File: src/rtl/out_stream_unpacker_pkg.sv
// Shared types and default geometry for the output stream unpacker.
package out_stream_unpacker_pkg;

  localparam int unsigned DEF_IO_DATA_WIDTH = 8;
  localparam int unsigned DEF_MEM_BW        = 128;
  localparam int unsigned NB_LANES          = DEF_MEM_BW / DEF_IO_DATA_WIDTH;
  localparam int unsigned LANE_IDX_W        = $clog2(NB_LANES);

  typedef enum logic {IDLE, SHIFT} unpack_state_t;

  function automatic int unsigned lane_idx_width(input int unsigned lanes);
    return (lanes > 1) ? $clog2(lanes) : 1;
  endfunction

endpackage

File: src/rtl/unpacker_word_fifo.sv
// Word FIFO between the chip output capture and the unpacker holding register.
module unpacker_word_fifo #(
  parameter int unsigned WIDTH      = 128,
  parameter int unsigned LOG2_DEPTH = 4
) (
  input  logic                  clk,
  input  logic                  rst,
  input  logic                  wr_en,
  input  logic [WIDTH-1:0]      wr_data,
  input  logic                  rd_en,
  output logic [WIDTH-1:0]      head_word,
  output logic                  full,
  output logic                  empty,
  output logic [LOG2_DEPTH:0]   count
);

  localparam int unsigned DEPTH = 2 ** LOG2_DEPTH;

  logic [WIDTH-1:0]    mem [DEPTH];
  logic [LOG2_DEPTH:0] wr_ptr;
  logic [LOG2_DEPTH:0] rd_ptr;

  // Extra pointer MSB separates full from empty when the indices coincide.
  always_comb begin
    empty     = (wr_ptr == rd_ptr);
    full      = (wr_ptr[LOG2_DEPTH] != rd_ptr[LOG2_DEPTH]) &&
                (wr_ptr[LOG2_DEPTH-1:0] == rd_ptr[LOG2_DEPTH-1:0]);
    count     = wr_ptr - rd_ptr;
    head_word = mem[rd_ptr[LOG2_DEPTH-1:0]];
  end

  always_ff @(posedge clk or posedge rst) begin
    if (rst) begin
      wr_ptr <= '0;
      rd_ptr <= '0;
    end else begin
      if (wr_en) wr_ptr <= wr_ptr + 1'b1;
      if (rd_en) rd_ptr <= rd_ptr + 1'b1;
    end
  end

  always_ff @(posedge clk) begin
    if (wr_en) mem[wr_ptr[LOG2_DEPTH-1:0]] <= wr_data;
  end

endmodule

File: src/rtl/out_stream_unpacker.sv
// Captures packed chip output words (no backpressure) and unpacks them into a
// byte stream with valid/ready; words that find the FIFO full are counted as dropped.
module out_stream_unpacker
  import out_stream_unpacker_pkg::*;
#(
  parameter int unsigned IO_DATA_WIDTH  = DEF_IO_DATA_WIDTH,
  parameter int unsigned MEM_BW         = DEF_MEM_BW,
  parameter int unsigned LOG2_OF_DEPTH  = 4,
  parameter int unsigned DROP_CNT_WIDTH = 16
) (
  input  logic                      clk,
  input  logic                      arst_in,
  input  logic [MEM_BW-1:0]         out_word,
  input  logic                      output_valid,
  output logic [IO_DATA_WIDTH-1:0]  byte_out,
  output logic                      byte_valid,
  input  logic                      byte_ready,
  output logic                      byte_last,
  output logic [LOG2_OF_DEPTH:0]    fill_level,
  output logic                      overflow,
  output logic [DROP_CNT_WIDTH-1:0] dropped_count,
  input  logic                      clear_overflow
);

  localparam int unsigned LANES = MEM_BW / IO_DATA_WIDTH;
  localparam int unsigned IDX_W = lane_idx_width(LANES);
  localparam logic [IDX_W-1:0] LAST_LANE = IDX_W'(LANES - 1);

  unpack_state_t       state_q, state_d;
  logic [MEM_BW-1:0]   hold_q;
  logic [IDX_W-1:0]    lane_q;
  logic [MEM_BW-1:0]   fifo_head;
  logic                fifo_full, fifo_empty;
  logic                pop, push, drop, accept, last_accept;
  logic [IO_DATA_WIDTH-1:0] lane_data;

  unpacker_word_fifo #(
    .WIDTH      (MEM_BW),
    .LOG2_DEPTH (LOG2_OF_DEPTH)
  ) u_fifo (
    .clk       (clk),
    .rst       (arst_in),
    .wr_en     (push),
    .wr_data   (out_word),
    .rd_en     (pop),
    .head_word (fifo_head),
    .full      (fifo_full),
    .empty     (fifo_empty),
    .count     (fill_level)
  );

  always_comb begin
    accept      = (state_q == SHIFT) && byte_ready;
    last_accept = accept && (lane_q == LAST_LANE);
    state_d     = state_q;
    pop         = 1'b0;
    case (state_q)
      IDLE: begin
        if (!fifo_empty) begin
          pop     = 1'b1;
          state_d = SHIFT;
        end
      end
      SHIFT: begin
        if (last_accept) begin
          if (!fifo_empty) pop = 1'b1;
          else             state_d = IDLE;
        end
      end
      default: state_d = IDLE;
    endcase
    // A pop on the same edge frees the slot a full FIFO needs for the new word.
    push = output_valid && (!fifo_full || pop);
    drop = output_valid && !push;
  end

  always_ff @(posedge clk or posedge arst_in) begin
    if (arst_in) state_q <= IDLE;
    else         state_q <= state_d;
  end

  always_ff @(posedge clk or posedge arst_in) begin
    if (arst_in) begin
      hold_q <= '0;
      lane_q <= '0;
    end else if (pop) begin
      hold_q <= fifo_head;
      lane_q <= '0;
    end else if (accept) begin
      lane_q <= (lane_q == LAST_LANE) ? '0 : lane_q + IDX_W'(1);
    end
  end

  always_ff @(posedge clk or posedge arst_in) begin
    if (arst_in) begin
      overflow      <= 1'b0;
      dropped_count <= '0;
    end else if (drop) begin
      overflow <= 1'b1;
      if (clear_overflow)            dropped_count <= DROP_CNT_WIDTH'(1);
      else if (dropped_count != '1)  dropped_count <= dropped_count + DROP_CNT_WIDTH'(1);
    end else if (clear_overflow) begin
      overflow      <= 1'b0;
      dropped_count <= '0;
    end
  end

  always_comb begin
    lane_data  = hold_q[lane_q*IO_DATA_WIDTH +: IO_DATA_WIDTH];
    byte_valid = (state_q == SHIFT);
    byte_out   = byte_valid ? lane_data : '0;
    byte_last  = byte_valid && (lane_q == LAST_LANE);
  end

endmodule

File: config.mk
export PLATFORM = sky130hd
export DESIGN_NAME = out_stream_unpacker
export DESIGN_NICKNAME = d
export VERILOG_FILES = /design/src/rtl/out_stream_unpacker_pkg.sv /design/src/rtl/unpacker_word_fifo.sv /design/src/rtl/out_stream_unpacker.sv
export SDC_FILE = /design/constraint.sdc
export NUM_CORES = 2
export LEC_CHECK = 0
export CAP_MARGIN = 30
export CORE_MARGIN = 5
export CORE_UTILIZATION = 55
export DETAILED_ROUTE_END_ITERATION = 10
export DONT_BUFFER_PORTS = 1
export PLACE_DENSITY_LB_ADDON = 0.08
export SLEW_MARGIN = 20
export SYNTH_ARGS = -nofsm -noshare
export SYNTH_HDL_FRONTEND = slang
export SYNTH_SLANG_ARGS = --single-unit
File: constraint.sdc
create_clock -name clk -period 13.5 [get_ports clk]
set_input_delay 1.35 -clock clk [delete_from_list [all_inputs] [get_ports clk]]
set_output_delay 1.35 -clock clk [all_outputs]
set_load 0.02 [all_outputs]
==> reports/results.ini <==
[sta]
fin_crit_sh_pct=41.1
setup_viol=0
final.min_clock_period_ps=5540
fin_setup_tns_ps=0
fin_worst_skew_ps=23.7
tightest_slew_ps=1150
fmax_mhz=180
rsz0062_at_grt=no
slew_viol_final=0
hold_viol_final=0
slew_headroom_pct=23.3

[placement]
place_congestion=0.783
dp.final_hpwl_um=103000
portBuffers=0

[clock_tree]
clock_path_buffers=3
cts-root-buf=clkbuf_16
cts_tree=built
cts_buffers=218
htreeDepth=4
clk_pin_slew_ps=60
hold_buffers=0
clk_latency_ps=830
ctsResizeCount=0
cts_num_sinks=2208
cts_setup_buffers=0

[floorplanning]
die_w_um=402
fp.dieArea_mm2=0.162
num_rows=143
start_util_pct=55.4
core_region_area_mm2=0.152
io_pins=165
die_y_um=402

[cells_and_area]
multi_input_area_mm2=0.0181
utilization_pct=62.1
nFillCells=10270
syn_to_final_growth_pct=12.0
seqCellArea_mm2=0.0655
final_nets=3925
drive_above_1_share_pct=25.3

[setup_path]
critPathLaunchType=flop
crit_arrival_ps=5980
critPathMaxFanout=58
required_ps=13940
crit_type=flop to flop
end_kind=flop

[yosys]
ys.flop_type=edfxtp_1
syn_area_per_cell_um2=23.0
synth_edf_count=2048
yosysSeqAreaShare_pct=77.5
yosysWarnings=0
ys_types=54
ys_ff_latch=2208
synthArstFlopShare_pct=7.25
syn_inst=3673
synth_nets=3818
netlist_area_mm2=0.0845

[power]
p_per_area_mw_per_mm2=203
vdd_drop_max_uv=161
leakage_nw=32.9

[routing]
wirelength_um=201000
dr.first_iter.drc_count=3876
drt_first_pass_iters=5
vias=38866
drc=0
vias_per_cell=6.47
postRouteAntennaNets=0
post_drt_wl_per_cell_um=33.5

[status]
status=complete, no violations

[grt]
grt_pass1_vias=40555
overflow=0
antenna_found_initial=5
grt_usage_pct=25.0
grt_max_degree=156
grt_pass1_wl_um=291000

[worst_hold_path]
hold_path_class=input pin to asynchronous set/reset pin

[flow_run]
cap_violations=0

[worst max-delay path: stages, from the launching register on]
cell     delay (ps)
dfrtp_1         570
inv_8           590
ha_1            400
and4_1          260
a41oi_2         420
nand2_1         340
nor3_2          260
buf_4           660
buf_4           750
buf_4           720
[registers in the layout, summed over array words and instances (netlist names)]
register,count
lane_q,4
u_fifo.rd_ptr,5
u_fifo.wr_ptr,5
dropped_count,16
byte_valid,1
hold_q,128
overflow,1
u_fifo.mem,2048
[per-layer routing]
layer | track usage (%) | vias up | share of wire [%]
li1 | - | 15848 | -
met1 | 35.2 | 21282 | 41
met2 | 40.6 | 1481 | 49
met3 | 5.52 | 255 | 7.8
met4 | 6.07 | 0 | 2.1
met5 | 0 | - | 0
[kinds of logic (layout without fill, tap and decap cells)]
kind of cell             Yosys count  after routing  synth area share, %
XOR/XNOR                          15             15                0.155
AND/OR/NAND/NOR                  106            106                0.669
flip-flops                      2208           2208                 77.5
adder cells (fa/ha/maj)           12             12                0.187
multiplexers                     809            809                 17.7
buffers and inverters            219            521                 1.25
other                              0              2                    0
AO/OA/AOI/OAI                    304            304                 2.49
[where the power goes]
part           internal, mW  total [mW]  switching [mW]
Combinational          2.03        4.25            2.21
Clock                  3.72        6.23            2.50
Sequential             8.33        8.74           0.409
Total                  14.1        19.2            5.13
[cell usage in the layout (no fill, tap or decap), types with 14 or more instances in the layout]
cell | synthesis | routed
o22ai_1 | 127 | 127
edfxtp_1 | 2048 | 2048
mux2i_1 | 257 | 257
clkbuf_1 | 56 | 50
clkbuf_8 | 0 | 19
dfrtp_1 | 160 | 156
mux4_2 | 551 | 551
buf_4 | 3 | 72
nand3_1 | 16 | 16
a21o_1 | 129 | 129
inv_1 | 16 | 14
clkinv_2 | 0 | 43
clkinv_1 | 0 | 31
clkbuf_16 | 0 | 225
nand2_1 | 19 | 19
bufinv_16 | 0 | 30
[path summary, 6_finish.rpt]
check	startpoint	to	slack, ps	depth (start not counted)
max in group asynchronous	arst_in	u_fifo.rd_ptr[1]$_DFFE_PP0P_	10720	3
worst max-delay path	u_fifo.rd_ptr[3]$_DFFE_PP0P_	u_fifo.mem[3][55]$_DFFE_PP_	7960	9
min in group clk	hold_q[83]$_DFFE_PP0P_	hold_q[83]$_DFFE_PP0P_	470	1
worst min register to register	hold_q[83]$_DFFE_PP0P_	hold_q[83]$_DFFE_PP0P_	470	1
worst min-delay path	arst_in	hold_q[76]$_DFFE_PP0P_	460	1
worst max register to register	u_fifo.rd_ptr[3]$_DFFE_PP0P_	u_fifo.mem[3][55]$_DFFE_PP_	7960	9
[synth_stat cells, types with 4 or more instances]
library cell / instances / share of area (%)
edfxtp_1: 2048 / 73
mux4_2: 551 / 15
mux2i_1: 257 / 3.0
dfrtp_1: 160 / 4.7
a21o_1: 129 / 1.1
o22ai_1: 127 / 0.94
buf_2: 125 / 0.74
clkbuf_1: 56 / 0.25
nor2_1: 21 / 0.093
nand2_1: 19 / 0.084
inv_1: 16 / 0.071
nand3_1: 16 / 0.095
o21ai_0: 12 / 0.071
xnor2_1: 12 / 0.12
a21oi_1: 11 / 0.065
ha_1: 11 / 0.16
and2_1: 9 / 0.067
buf_1: 9 / 0.040
buf_6: 9 / 0.12
nand2b_1: 6 / 0.044
nand4_1: 6 / 0.044
a31oi_1: 5 / 0.037
and3_1: 5 / 0.037
nor2b_1: 4 / 0.030
nor3_1: 4 / 0.024
o31ai_1: 4 / 0.036
[metrics by stage]
| step | std cells | cell area (µm²) | hold WS [ps] | total power, mW | setup slack (ps) |
|---|---|---|---|---|---|
| 2_1_floorplan | 3673 | 84500 | 444 | 12.0 | 1760 |
| 3_3_place_gp | 5582 | 87000 | 453 | 13.1 | 8040 |
| 3_5_place_dp | 5586 | 87100 | 461 | 13.2 | 7950 |
| 4_1_cts | 6001 | 94500 | 474 | 19.4 | 7880 |
| 5_1_grt | 6005 | 94600 | 474 | 20.0 | 7700 |
| 6_report | 6007 | 94600 | 458 | 19.2 | 7960 |
[final cells by class]
cell class / count / area share [%]
Antenna cell: 2 / 0.00529
Sequential cell: 2208 / 69.2
Timing Repair Buffer: 90 / 0.998
Clock buffer: 294 / 6.42
Multi-Input combinational cell: 1246 / 19.1
Inverter: 16 / 0.0793
Tap cell: 2030 / 2.68
Clock inverter: 121 / 1.47
No activity file was read; power rests on OpenSTA's default activity.
